==> config.mk <==
export PLATFORM = sky130hd
export DESIGN_NAME = joy_db15_responder_flat
export DESIGN_NICKNAME = d
export VERILOG_FILES = /design/src/rtl/joy_db15_responder_if.sv /design/src/rtl/joy_db15_responder.sv /design/src/flat_wrapper.sv
export SDC_FILE = /design/constraint.sdc
export NUM_CORES = 1
export LEC_CHECK = 0
export CORE_MARGIN = 1.5
export CORE_UTILIZATION = 60
export CTS_CLUSTER_DIAMETER = 200
export CTS_CLUSTER_SIZE = 24
export DETAILED_ROUTE_END_ITERATION = 7
export DONT_BUFFER_PORTS = 1
export GPL_TIMING_DRIVEN = 0
export PLACE_DENSITY = 0.81
export REMOVE_ABC_BUFFERS = 1
export SYNTH_ARGS = -nofsm -noshare
export SYNTH_HDL_FRONTEND = slang
export SYNTH_SLANG_ARGS = --single-unit
==> constraint.sdc <==
create_clock -name clk -period 2.55 [get_ports clk]
set_input_delay 0.3825 -clock clk [delete_from_list [all_inputs] [get_ports clk]]
set_output_delay 0.3825 -clock clk [all_outputs]
set_load 0.01 [all_outputs]
==> src/rtl/joy_db15_responder_if.sv <==
// Host-side DB15 joystick link pins: shift clock, parallel-load strobe, serial data.
// Latency: none, this is a plain bundle of wires.
// Backpressure: none; the host drives clk/load freely and the device answers on data.
interface joy_db15_responder_if;
    logic joy_clk_in;
    logic joy_load_in;
    logic joy_data_out;

    // Host (reader) side drives the strobes and samples data.
    modport master (
        output joy_clk_in,
        output joy_load_in,
        input  joy_data_out
    );

    // Device (responder) side samples the strobes and drives data.
    modport slave (
        input  joy_clk_in,
        input  joy_load_in,
        output joy_data_out
    );
endinterface

==> src/rtl/joy_db15_responder.sv <==
// Emulates a two-joystick 74HC165 chain: parallel-load {joy1,joy2}, shift MSB-first on host clk rises.
// Latency: host pin edge to joy_data_out change is about 2 sync + FILT_LEN filter + 2 register clks.
// Backpressure: none; host strobes are obeyed as they arrive, clocks past the frame end read 1s.
module joy_db15_responder #(
    parameter int FILT_LEN   = 2,
    parameter int FRAME_BITS = 32
) (
    input  logic                 clk,
    input  logic                 reset,
    input  logic                 enable,
    input  logic [15:0]          joy1,
    input  logic [15:0]          joy2,
    joy_db15_responder_if.slave  host,
    output logic                 frame_done,
    output logic                 short_frame,
    output logic [5:0]           bit_cnt,
    output logic [15:0]          frame_cnt
);
    localparam logic [5:0] FB6      = 6'(FRAME_BITS);
    // Pin index 0 is the shift clock (idles low), index 1 is load (idles high).
    localparam logic [1:0] PIN_IDLE = 2'b10;

    logic [1:0] sync1_q, sync2_q;
    logic [1:0] filt;
    logic [1:0] prev_q;
    logic       clk_rise, load_fall;

    logic [FRAME_BITS-1:0] shreg_q, shreg_d;
    logic [5:0]            bit_cnt_q, bit_cnt_d;
    logic [15:0]           frame_cnt_q, frame_cnt_d;
    logic                  done_q, done_d;
    logic                  short_q, short_d;
    logic                  data_q, data_d;

    // Two-flop synchroniser for both asynchronous host pins.
    always_ff @(posedge clk) begin
        if (reset) begin
            sync1_q <= PIN_IDLE;
            sync2_q <= PIN_IDLE;
        end else begin
            sync1_q <= {host.joy_load_in, host.joy_clk_in};
            sync2_q <= sync1_q;
        end
    end

    generate
        if (FILT_LEN == 0) begin : g_nofilt
            assign filt = sync2_q;
        end else begin : g_filt
            localparam int CW = $clog2(FILT_LEN + 1);
            logic [1:0]    filt_q, filt_d;
            logic [CW-1:0] cnt_q [2];
            logic [CW-1:0] cnt_d [2];

            // A new level is accepted only after FILT_LEN consecutive disagreeing samples.
            always_comb begin
                filt_d = filt_q;
                for (int p = 0; p < 2; p++) begin
                    cnt_d[p] = '0;
                    if (sync2_q[p] != filt_q[p]) begin
                        if (cnt_q[p] == CW'(FILT_LEN - 1)) begin
                            filt_d[p] = sync2_q[p];
                        end else begin
                            cnt_d[p] = cnt_q[p] + CW'(1);
                        end
                    end
                end
            end

            // Filter state registers.
            always_ff @(posedge clk) begin
                if (reset) begin
                    filt_q <= PIN_IDLE;
                    cnt_q  <= '{default: '0};
                end else begin
                    filt_q <= filt_d;
                    cnt_q  <= cnt_d;
                end
            end

            assign filt = filt_q;
        end
    endgenerate

    // Previous filtered levels for single-cycle edge strobes.
    always_ff @(posedge clk) begin
        if (reset) prev_q <= PIN_IDLE;
        else       prev_q <= filt;
    end

    assign clk_rise  =  filt[0] & ~prev_q[0];
    assign load_fall = ~filt[1] &  prev_q[1];

    // Load/shift next-state: load level dominates, so a coincident clk rise is ignored.
    always_comb begin
        shreg_d     = shreg_q;
        bit_cnt_d   = bit_cnt_q;
        frame_cnt_d = frame_cnt_q;
        done_d      = 1'b0;
        short_d     = 1'b0;
        data_d      = (enable && bit_cnt_q < FB6) ? ~shreg_q[FRAME_BITS-1] : 1'b1;
        if (!filt[1]) begin
            shreg_d   = FRAME_BITS'({joy1, joy2});
            bit_cnt_d = '0;
            short_d   = enable && load_fall && (bit_cnt_q != 6'd0) && (bit_cnt_q < FB6);
        end else if (clk_rise && bit_cnt_q < FB6) begin
            shreg_d   = {shreg_q[FRAME_BITS-2:0], 1'b0};
            bit_cnt_d = bit_cnt_q + 6'd1;
            if (enable && bit_cnt_q == FB6 - 6'd1) begin
                done_d      = 1'b1;
                frame_cnt_d = frame_cnt_q + 16'd1;
            end
        end
    end

    // Frame state and registered outputs.
    always_ff @(posedge clk) begin
        if (reset) begin
            shreg_q     <= '0;
            bit_cnt_q   <= FB6;
            frame_cnt_q <= '0;
            done_q      <= 1'b0;
            short_q     <= 1'b0;
            data_q      <= 1'b1;
        end else begin
            shreg_q     <= shreg_d;
            bit_cnt_q   <= bit_cnt_d;
            frame_cnt_q <= frame_cnt_d;
            done_q      <= done_d;
            short_q     <= short_d;
            data_q      <= data_d;
        end
    end

    assign host.joy_data_out = data_q;
    assign frame_done        = done_q;
    assign short_frame       = short_q;
    assign bit_cnt           = bit_cnt_q;
    assign frame_cnt         = frame_cnt_q;
endmodule
==> src/flat_wrapper.sv <==
// flat-port wrapper written by rule: the top's interface ports become plain ports
module joy_db15_responder_flat 
#(
    parameter int FILT_LEN   = 2,
    parameter int FRAME_BITS = 32
)
  (clk, reset, enable, joy1, joy2, frame_done, short_frame, bit_cnt, frame_cnt, host_joy_clk_in, host_joy_load_in, host_joy_data_out);
  joy_db15_responder_if host_i ();
  input  logic clk;
  input  logic reset;
  input  logic enable;
  input  logic [15:0] joy1;
  input  logic [15:0] joy2;
  output logic frame_done;
  output logic short_frame;
  output logic [5:0] bit_cnt;
  output logic [15:0] frame_cnt;
  input wire logic [$bits(host_i.joy_clk_in)-1:0] host_joy_clk_in;
  input wire logic [$bits(host_i.joy_load_in)-1:0] host_joy_load_in;
  output wire logic [$bits(host_i.joy_data_out)-1:0] host_joy_data_out;
  assign host_i.joy_clk_in = host_joy_clk_in;
  assign host_i.joy_load_in = host_joy_load_in;
  assign host_joy_data_out = host_i.joy_data_out;
  joy_db15_responder #(.FILT_LEN(FILT_LEN), .FRAME_BITS(FRAME_BITS)) u_core (.clk(clk), .reset(reset), .enable(enable), .joy1(joy1), .joy2(joy2), .host(host_i), .frame_done(frame_done), .short_frame(short_frame), .bit_cnt(bit_cnt), .frame_cnt(frame_cnt));
endmodule
Word level (Yosys, flattened, before mapping)
Cells that the tools add are included.
W data, S select, Z words.
{"block": "totals", "mem_count": 0, "rom_bits": 0, "out_inout_bits": 25, "mem_bits_rw": 0, "latchBits": 0, "reg_bits": 69}
{"block": "op_classes", "n_mux": 5, "n_reduce_logical": 16, "mul": 0, "n_shift": 0, "n_lt_le_gt_ge": 1, "eq_ne": 6, "add_sub_neg": 4, "bitwise": 9, "div": 0}
{"op": "$mux W32", "n": 2}
{"op": "$add A16 B1 Y16 const B", "n": 1}
{"op": "$mux W6", "n": 2}
{"op": "$reduce_or A3 Y1", "n": 3}
{"op": "$not A1 Y1", "n": 7}
{"op": "$add A6 B1 Y6 const B", "n": 1}
{"op": "$eq A6 B5 Y1 const B", "n": 1}
{"op": "$logic_and A1 B1 Y1", "n": 6}
{"op": "$lt A6 B6 Y1 const B", "n": 1}
{"op": "$reduce_bool A6 Y1", "n": 1}
{"op": "$reduce_or A2 Y1", "n": 3}
{"op": "$add A2 B1 Y2 const B", "n": 2}
{"op": "$eq A2 B1 Y1 const B", "n": 2}
{"op": "$reduce_and A2 Y1", "n": 2}
{"op": "$reduce_and A3 Y1", "n": 1}
{"op": "$and A1 B1 Y1", "n": 2}
{"op": "$ne A1 B1 Y1", "n": 2}
{"op": "$ne A2 B2 Y1 const B", "n": 1}
{"op": "$mux W1", "n": 1}

Logic depth before layout (Yosys ltp)
Gate-level depths: netlist (run 1).
{"block": "depth", "word_depth": 5, "mapped_depth": 6, "ltp_nobuf": 5}

Least setup slack after synthesis (run 1)
OpenSTA, ideal clock, no wires.
{"block": "synth_timing", "kind": "reg2reg", "startpoint": "reg u_core.bit_cnt_q[5] (netlist: u_core.bit_cnt[5])", "endpoint": "reg u_core.frame_cnt_q[13] (netlist: u_core.frame_cnt[13])", "n_path_buf": 1, "t_required_ps": 2479, "setup_ps": 71, "path_stages_with_launch": 6, "setup_slack_ps": 418, "t_arrival_ps": 2062, "path_cell_list": "dfxtp_1 or3b_1 buf_6 or4_4 or4_1 a21oi_1"}
{"block": "synth_between", "elab_chain_cells": 3, "word_cells_on_any_way": 5}
{"element": "start, declared", "line": "joy_db15_responder.sv:29", "text": "logic [5:0] bit_cnt_q, bit_cnt_d;"}
{"element": "start signal, assigned", "line": "joy_db15_responder.sv:127", "text": "bit_cnt_q <= bit_cnt_d;"}
{"element": "$lt A6 B6 Y1 / $eq A6 B5 Y1 (equally long branches)", "line": "joy_db15_responder.sv:106, joy_db15_responder.sv:109"}
{"element": "$logic_and A1 B1 Y1 (on tied branches)", "line": "joy_db15_responder.sv:106, joy_db15_responder.sv:109"}
{"element": "$reduce_and A3 Y1 (no source line) (*)"}
{"element": "end signal, assigned", "line": "joy_db15_responder.sv:128", "text": "frame_cnt_q <= frame_cnt_d;"}
{"element": "end, declared", "line": "joy_db15_responder.sv:30", "text": "logic [15:0] frame_cnt_q, frame_cnt_d;"}
Every way passes the cells marked *; elsewhere a longest branch is shown, timed or not.
A chain may end at the register's enable or synchronous reset.

Worst setup path in the final report (run 1)
{"block": "layout_timing", "startpoint": "reg u_core.bit_cnt_q[5] (netlist: u_core.bit_cnt[5])", "endpoint": "reg u_core.frame_cnt_q[15] (netlist: u_core.frame_cnt[15])"}
Same word-level chain as after synthesis.

==> results by group, run 1 <==
Outcome
  – Run status: completed

Power and ir drop
  – Internal power: 1.57 mW
  – Net switching power: roughly 0.45 mW
  – Seq pwr share: a little under three fifths
  – Final Total Pwr: approximately 2.0 mW
  – Part of the total power dissipated in the clock network: between 30% and 40%
  – Switching share of power: 22.1%
  – Logic pwr share: 4.1%
  – Leakage power: 0.982 nW
  – Worst ir drop on vdd: 0.403 mV
  – Power per unit of standard cell area: 662 nW/µm²

Min path
  – Worst min-delay path endpoint: u_core.shreg_q[16]
  – Class of the tightest hold or removal check: input port to flip-flop
  – Start point of the worst hold path: reset
  – Hold depth: 1

Synth
  – Combinational family with the most area after synthesis: simple AND/OR/NAND/NOR gates
  – FF+latch count, synth: around 70
  – Post-synthesis simple-gate area fraction: 25.8%
  – Synth top area cells: dfxtp_1, nand2_1, a311oi_1
  – Count of flip-flops with a built-in enable after synthesis: 0
  – Compound-Gate Fraction of Synth Area: 16.0%
  – Cell accounting for the most synthesized area: dfxtp_1
  – Number of distinct library cells after synthesis: 32
  – Proportion of netlist area held by the largest area contributor: 48.3%
  – Post-synthesis mux area share: 0.700%
  – Adder-Cell Fraction of Synth Area: 2.19%
  – Netlist Area Pre-Place: 2860 µm²
  – Count of yosys warnings during synthesis: 0
  – Share of synthesized area occupied by flip-flops and latches: 48.3%
  – Syn Inst Count: between 300 and 400
  – Async set-or-reset flop fraction in the synthesized netlist: 0%
  – Parity-gate share of the synthesized area counting xor and xnor cells: 2.14%
  – Average cell area after synthesis: 8.31 µm²
  – Predominant post-synthesis flop cell: dfxtp_1

STA
  – Unrepaired setup endpoints after global routing: no
  – Setup slack of the critical path after layout: 0.0942 ns
  – Worst-case headroom to the max-slew limit: 43.8%
  – Worst Hold Slack: about 0.11 ns
  – Hold Vio Cnt, Final: 0
  – Transition time at the pin with the least slew margin: around 0.84 ns
  – Period utilization: between 90% and 100%
  – Shortest period the worst path allows: roughly 2.5 ns
  – Final number of max-transition violations: 0
  – Achievable frequency: 407 MHz
  – Setup tns final: 0 ns
  – Post-Route Skew: 0.00599 ns
  – Total setup violations reported at the end of the flow: 0

Global route
  – Total congestion overflow after global routing: 0
  – Grt met2 use: a little over a third
  – Antenna violations before repair: 0
  – Gr usage total: 23.0%
  – Met1 track demand over resource: 28.7%
  – Vias in the first global route: 2174
  – Busiest layer in global routing: met2
  – Maximum number of pins on one net before global-route repair: 60
  – Fraction of met3 tracks used by global routing: 7.50%
  – Global-route wire length before repair: 9450 µm

Floorplan
  – Standard-cell rows: 24
  – Die Footprint: approximately 5200 µm²
  – Area of the core region: between 4000 and 5000 µm²
  – Boundary pin count: 62
  – Die X-Extent: 72.0 µm
  – Starting density of the core: a little under two thirds
  – Die height: 72.0 µm

Run
  – Number of violations of the max-capacitance limit: 0

Critical path
  – Critical register-to-register path endpoint: u_core.frame_cnt[15]
  – Crit path launch type: flip-flop
  – Largest delay contributor family on the critical path: simple AND/OR/NAND/NOR gates
  – Critical path, cell by cell: or3b_4 > or4_4 > or4_1 > a21oi_1
  – Buffers and inverters on the worst path: 0
  – Crit. End Element: flip-flop
  – Reg2Reg Depth: 4
  – Worst R2R Start: u_core.bit_cnt[5]
  – Worst stage delay on the critical path: 0.69 ns
  – Classification of the worst setup path: flip-flop to flip-flop
  – Worst path slowest cell: or4_4
  – Largest fanout of any net on the critical path: 37
  – Reg2reg setup slack: ~0.094 ns
  – Crit path arrival time: 2.72 ns
  – Required time of the critical path: 2.82 ns

Clocking
  – Clock-pin slew reported for the worst setup and hold paths after clock tree synthesis: about 0.070 ns
  – Number of H-tree levels: 3
  – CTS sink count: 69
  – Hold bufs inserted after CTS: 0
  – Worst-case clock buffer depth: 2
  – Number of buffers inserted during clock tree synthesis: 9
  – Post CTS Setup Buffer Count: 0
  – Skew-Pair Late Insertion Delay: 0.34 ns
  – Cell at the root of the clock tree: clkbuf_8
  – TritonCTS clock tree: yes

Drt
  – Vias after detailed routing: 2370
  – Antenna viol nets, final: 0
  – Via density per instance: slightly above 6
  – Wire length per cell after detailed routing: 14.6 µm
  – Routed Wire Length: 5710 µm
  – Violation count after the first detailed-route iteration: 139
  – DRC violation count after routing: 0
  – 1st-pass router iterations: 4

Layout
  – Count of filler cells inserted in the layout: 375
  – Layout overhead on the synthesized area: 6.48%
  – Post-layout net count: ~380
  – Number of diodes: 0
  – Layout cells sized above 1: around 6.8%
  – Final instance area: 3040 µm²

Placed design
  – Global placement routability congestion: about 0.87
  – Number of port buffers: 0
  – Placed cell area: around 2900 µm²
  – Placement Setup Slack: -0.327 ns
  – Placed wire-length estimate: 3620 µm
## cell usage in the layout (no fill, tap or decap), types with 5 or more instances in the layout
master	instances
nor2_1	43
o21ai_0	8
or4_1	6
clkbuf_8	11
ha_1	5
a21oi_1	17
dfxtp_1	68
o31ai_1	5
a311oi_1	31
nand2_1	78
nand4_1	5
or3_1	10
inv_1	9
nand3_1	7
## cell families after synthesis
group / count (synthesis)
simple gates: 164
flops: 69
compound gates: 64
buf+inv: 33
xor+xnor: 7
fa+ha+maj: 5
mux: 2
## metrics by stage
step / utilization [%] / std cells
finish: 68.0 / 391
detailed placement: 64.1 / 375
floorplan: - / 320
global route: 68.0 / 391
global placement: 63.0 / 372
CTS: 68.0 / 391
## power by group through the flow
stage / combinational (mW) / sequential [mW] / clock (mW)
final: 0.0835 / 1.15 / 0.780
after global routing: 0.0959 / 1.16 / 0.852
after CTS: 0.0837 / 1.15 / 0.802
after detailed placement: 0.0831 / 1.18 / 0
after global placement: 0.0663 / 1.18 / 0
after floorplan: 0.0598 / 1.17 / 0
## layer usage
metal | vias up | wire length [µm]
met5 | - | 0
met1 | 1120 | 2640
met3 | 4 | 335
met4 | 0 | 43
li1 | 1180 | -
met2 | 66 | 2690
## flip-flops by register name, summed over array words and instances (netlist names)
name	count
u_core.bit_cnt	6
u_core.frame_done	1
u_core.g_filt.cnt_q	4
u_core.sync2_q	2
u_core.filt	2
u_core.sync1_q	2
u_core.frame_cnt	16
u_core.shreg_q	32
u_core.prev_q	2
u_core.host.joy_data_out	1
u_core.short_frame	1
## cell type report
type | instances | area, µm² | area share, %
inverters | 9 | 33.8 | 1.11
repair buffers | 3 | 42.5 | 1.40
clock buffers | 15 | 166 | 5.47
multi-input cells | 242 | 1350 | 44.3
clock inverters | 1 | 5.00 | 0.164
flip-flops and latches | 69 | 1380 | 45.4
well taps | 52 | 65.1 | 2.14
## timing repair
| action | 4_1_cts | 5_1_grt |
|---|---|---|
| resized for setup | 2 | 1 |
| hold endpoints to repair | 0 | 0 |
| pin swaps | 0 | 1 |
| gates cloned | 0 | 0 |
| endpoints found under the setup margin | 14 | 7 |
## synthesized netlist by cell type (all sizes together), types with 4 or more instances
| library cell | instances |
|---|---|
| dfxtp | 69 |
| o31ai | 5 |
| or3 | 10 |
| nor2b | 4 |
| a21oi | 17 |
| nand2 | 78 |
| nor2 | 43 |
| a311oi | 31 |
| or4 | 8 |
| o21ai | 8 |
| buf | 4 |
| clkbuf | 20 |
| ha | 5 |
| nand4 | 5 |
| nand3 | 7 |
| inv | 9 |
| xor2 | 4 |
## worst max path at each step
stage | from | end | cells after the start
final | u_core.bit_cnt[5] | u_core.frame_cnt[15] | 4
after detailed placement | u_core.bit_cnt[5] | u_core.frame_cnt[14] | 4
after CTS | u_core.bit_cnt[5] | u_core.frame_cnt[14] | 4
after floorplan | u_core.bit_cnt[5] | u_core.bit_cnt[5] | 4
after global placement | u_core.bit_cnt[5] | u_core.bit_cnt[5] | 4
after global routing | u_core.bit_cnt[5] | u_core.frame_cnt[11] | 4
## worst reg2reg max path, cell delays in order (launching register included)
cell	delay, ns
dfxtp_1	0.42
or3b_4	0.61
or4_4	0.69
or4_1	0.52
a21oi_1	0.14
(Power assumes the default switching activity.)
==> run 2, diff against run 1 <==
--- a/config.mk
+++ b/config.mk
@@ -5,14 +5,13 @@
 export SDC_FILE = /design/constraint.sdc
 export NUM_CORES = 1
 export LEC_CHECK = 0
-export CORE_MARGIN = 1.5
-export CORE_UTILIZATION = 60
+export CORE_UTILIZATION = 40
 export CTS_CLUSTER_DIAMETER = 200
 export CTS_CLUSTER_SIZE = 24
 export DETAILED_ROUTE_END_ITERATION = 7
 export DONT_BUFFER_PORTS = 1
 export GPL_TIMING_DRIVEN = 0
-export PLACE_DENSITY = 0.81
+export PLACE_DENSITY = 0.59
 export REMOVE_ABC_BUFFERS = 1
 export SYNTH_ARGS = -nofsm -noshare
 export SYNTH_HDL_FRONTEND = slang
==> run 2 against run 1 <==
Against the previous run:
- global-route usage decreased by 6.0 points
- final cell count rose by 11%
- via count down 3.2%
- wire length rose by 3.8%
- combinational power is 4.2% higher
- maximum frequency is 0.12% lower
- largest cell class unchanged
- register-to-register slack barely moved
- critical path depth stayed put
- sequential share of layout area fell by 1.2 points
- final area is 2.8% higher
- power increased by 5.0%
- largest power group unchanged
==> results by group, run 2 (synthesis gave the netlist of run 1 again) <==
Critical path
  – Largest fanout of any net on the critical path: 37 (unchanged)
  – Classification of the worst setup path: flip-flop to flip-flop
  – Crit. End Element: flip-flop
  – Crit path arrival time: 2.73 ns (about the same)
  – Required time of the critical path: 2.82 ns (about the same)
  – Crit path launch type: flip-flop

STA
  – Total setup violations reported at the end of the flow: 0 (unchanged)
  – Shortest period the worst path allows: 2.46 ns (+0.00291 ns)
  – Transition time at the pin with the least slew margin: 0.935 ns (+0.0962 ns)
  – Setup slack of the critical path after layout: 0.0912 ns (-0.00291 ns)
  – Hold Vio Cnt, Final: 0 (unchanged)
  – Post-Route Skew: 0.00944 ns (+0.00344 ns)
  – Worst-case headroom to the max-slew limit: 37.4% (-6.4 points)
  – Final number of max-transition violations: 0 (unchanged)
  – Worst Hold Slack: 0.106 ns (-0.00555 ns)
  – Achievable frequency: 407 MHz (-0.12%)
  – Setup tns final: 0 ns (unchanged)
  – Period utilization: 96.4% (+0.11 points)
  – Unrepaired setup endpoints after global routing: no

Floorplan
  – Die height: 86.5 µm (+20%)
  – Standard-cell rows: 30 (+25%)
  – Die Footprint: 7490 µm² (+44%)
  – Starting density of the core: 41.8% (-22 points)
  – Area of the core region: 6830 µm² (+53%)
  – Boundary pin count: 62 (unchanged)
  – Die X-Extent: 86.5 µm (+20%)

Placed design
  – Placement Setup Slack: -0.400 ns (-0.0736 ns)
  – Placed wire-length estimate: 3780 µm (+4.3%)
  – Global placement routability congestion: 0.726 (-17%)
  – Placed cell area: 2920 µm² (+1.9%)
  – Number of port buffers: 0 (unchanged)
  – Placed insts: 419 (+12%)

Layout
  – Final instance area: 3130 µm² (+2.8%)
  – Leading cell types in the layout, fill and taps excluded: nand2_1, dfxtp_1, nor2_1
  – Post-layout net count: 376 (unchanged)
  – Final core utilization: 45.8% (-22 points)
  – Layout cells sized above 1: 7.96% (+1.2 points)
  – Most common cell after layout, fill and taps aside: nand2_1
  – Number of diodes: 0 (unchanged)
  – Non-filler instance count after layout: 435 (+11%)
  – Combined flip-flop and latch cell area: 1380 µm² (unchanged)
  – Largest reg by FF count: u_core.shreg_q
  – Layout overhead on the synthesized area: 9.41%
  – Area of the multi-input gates: 1350 µm² (unchanged)
  – Number of flip-flops in the largest register: 32 (unchanged)
  – Count of filler cells inserted in the layout: 707 (+89%)

Clocking
  – Worst-case clock buffer depth: 2 (unchanged)
  – TritonCTS clock tree: yes
  – Clock-pin slew reported for the worst setup and hold paths after clock tree synthesis: 0.08 ns (about the same)
  – Cell at the root of the clock tree: clkbuf_8
  – Number of H-tree levels: 3 (unchanged)
  – CTS sink count: 69 (unchanged)
  – Number of buffers inserted during clock tree synthesis: 9 (unchanged)
  – Skew-Pair Late Insertion Delay: 0.34 ns (about the same)

Drt
  – 1st-pass router iterations: 4 (unchanged)
  – DRC violation count after routing: 0 (unchanged)
  – Via density per instance: 5.27 (-13%)
  – Routed Wire Length: 5930 µm (+3.8%)
  – Wire length per cell after detailed routing: 13.6 µm (-6.7%)
  – Violation count after the first detailed-route iteration: 82 (-41%)
  – Antenna viol nets, final: 0 (unchanged)
  – Vias after detailed routing: 2293 (-3.2%)

Global route
  – Total congestion overflow after global routing: 0 (unchanged)
  – Global-route wire length before repair: 9840 µm (+4.1%)
  – Maximum number of pins on one net before global-route repair: 61 (+1.7%)
  – Gr usage total: 17.0% (-6.0 points)
  – Antenna violations before repair: 0 (unchanged)
  – Vias in the first global route: 2169 (-0.23%)

Run
  – Number of violations of the max-capacitance limit: 0 (unchanged)

Power and ir drop
  – Power per unit of standard cell area: 676 nW/µm² (+2.1%)
  – Worst ir drop on vdd: 0.252 mV (-37%)
  – Leakage power: 0.989 nW (+0.67%)
  – Final Total Pwr: 2.12 mW (+5.0%)

Min path
  – Class of the tightest hold or removal check: input port to flip-flop

Outcome
  – Run status: completed
==> run 2: changes by cell type in the layout (fill, tap and decap cells not counted), sizes merged <==
cell and delta:
bufinv +1, clkbuf -5, clkinv +1, clkinvlp +3
==> run 2: path summary, 6_finish.rpt <==
check / cells past startpoint / from / to / slack (ns)
worst max-delay path: 4 / u_core.bit_cnt[5] / u_core.frame_cnt[13] / 0.09
worst min register to register: 1 / u_core.shreg_q[31] / u_core.host.joy_data_out / 0.41
worst max register to register: 4 / u_core.bit_cnt[5] / u_core.frame_cnt[13] / 0.09
worst min-delay path: 1 / reset / u_core.shreg_q[16] / 0.11
==> run 2: repair_timing <==
item | CTS | global route
hold buffers | 0 | 0
setup endpoints to repair | 14 | 1
pin swaps | 0 | 1
resized for setup | 3 | 0
buffers inserted | 0 | 0
==> run 2: critical path, stage by stage, from the launching register on <==
cell     delay, ns
dfxtp_1       0.41
or3b_4        0.61
or4_4         0.69
or4_1         0.53
a21oi_1       0.14
==> run 2: final cells by class <==
| class | count | area share [%] |
|---|---|---|
| clock buffer | 10 | 4.40 |
| clock inverter | 6 | 2.00 |
| inverter | 9 | 1.08 |
| multi-input combinational | 242 | 43.1 |
| sequential | 69 | 44.2 |
| tap | 96 | 3.84 |
| timing repair buffer | 3 | 1.36 |
==> run 2: layer usage <==
layer	global-route usage (%)	vias up	routed length [µm]	share of wire (%)
met3	4.86	10	392	6.6
met5	0	-	0	0
li1	-	1185	-	-
met4	9.09	0	106	1.8
met1	20.3	1045	2800	47
met2	27.6	53	2630	44
==> run 2: report_power, final <==
group / leakage (nW) / switching, mW / internal (mW)
Sequential: 0.559 / 0.0261 / 1.12
Clock: 0.0943 / 0.407 / 0.474
Combinational: 0.335 / 0.0455 / 0.0415
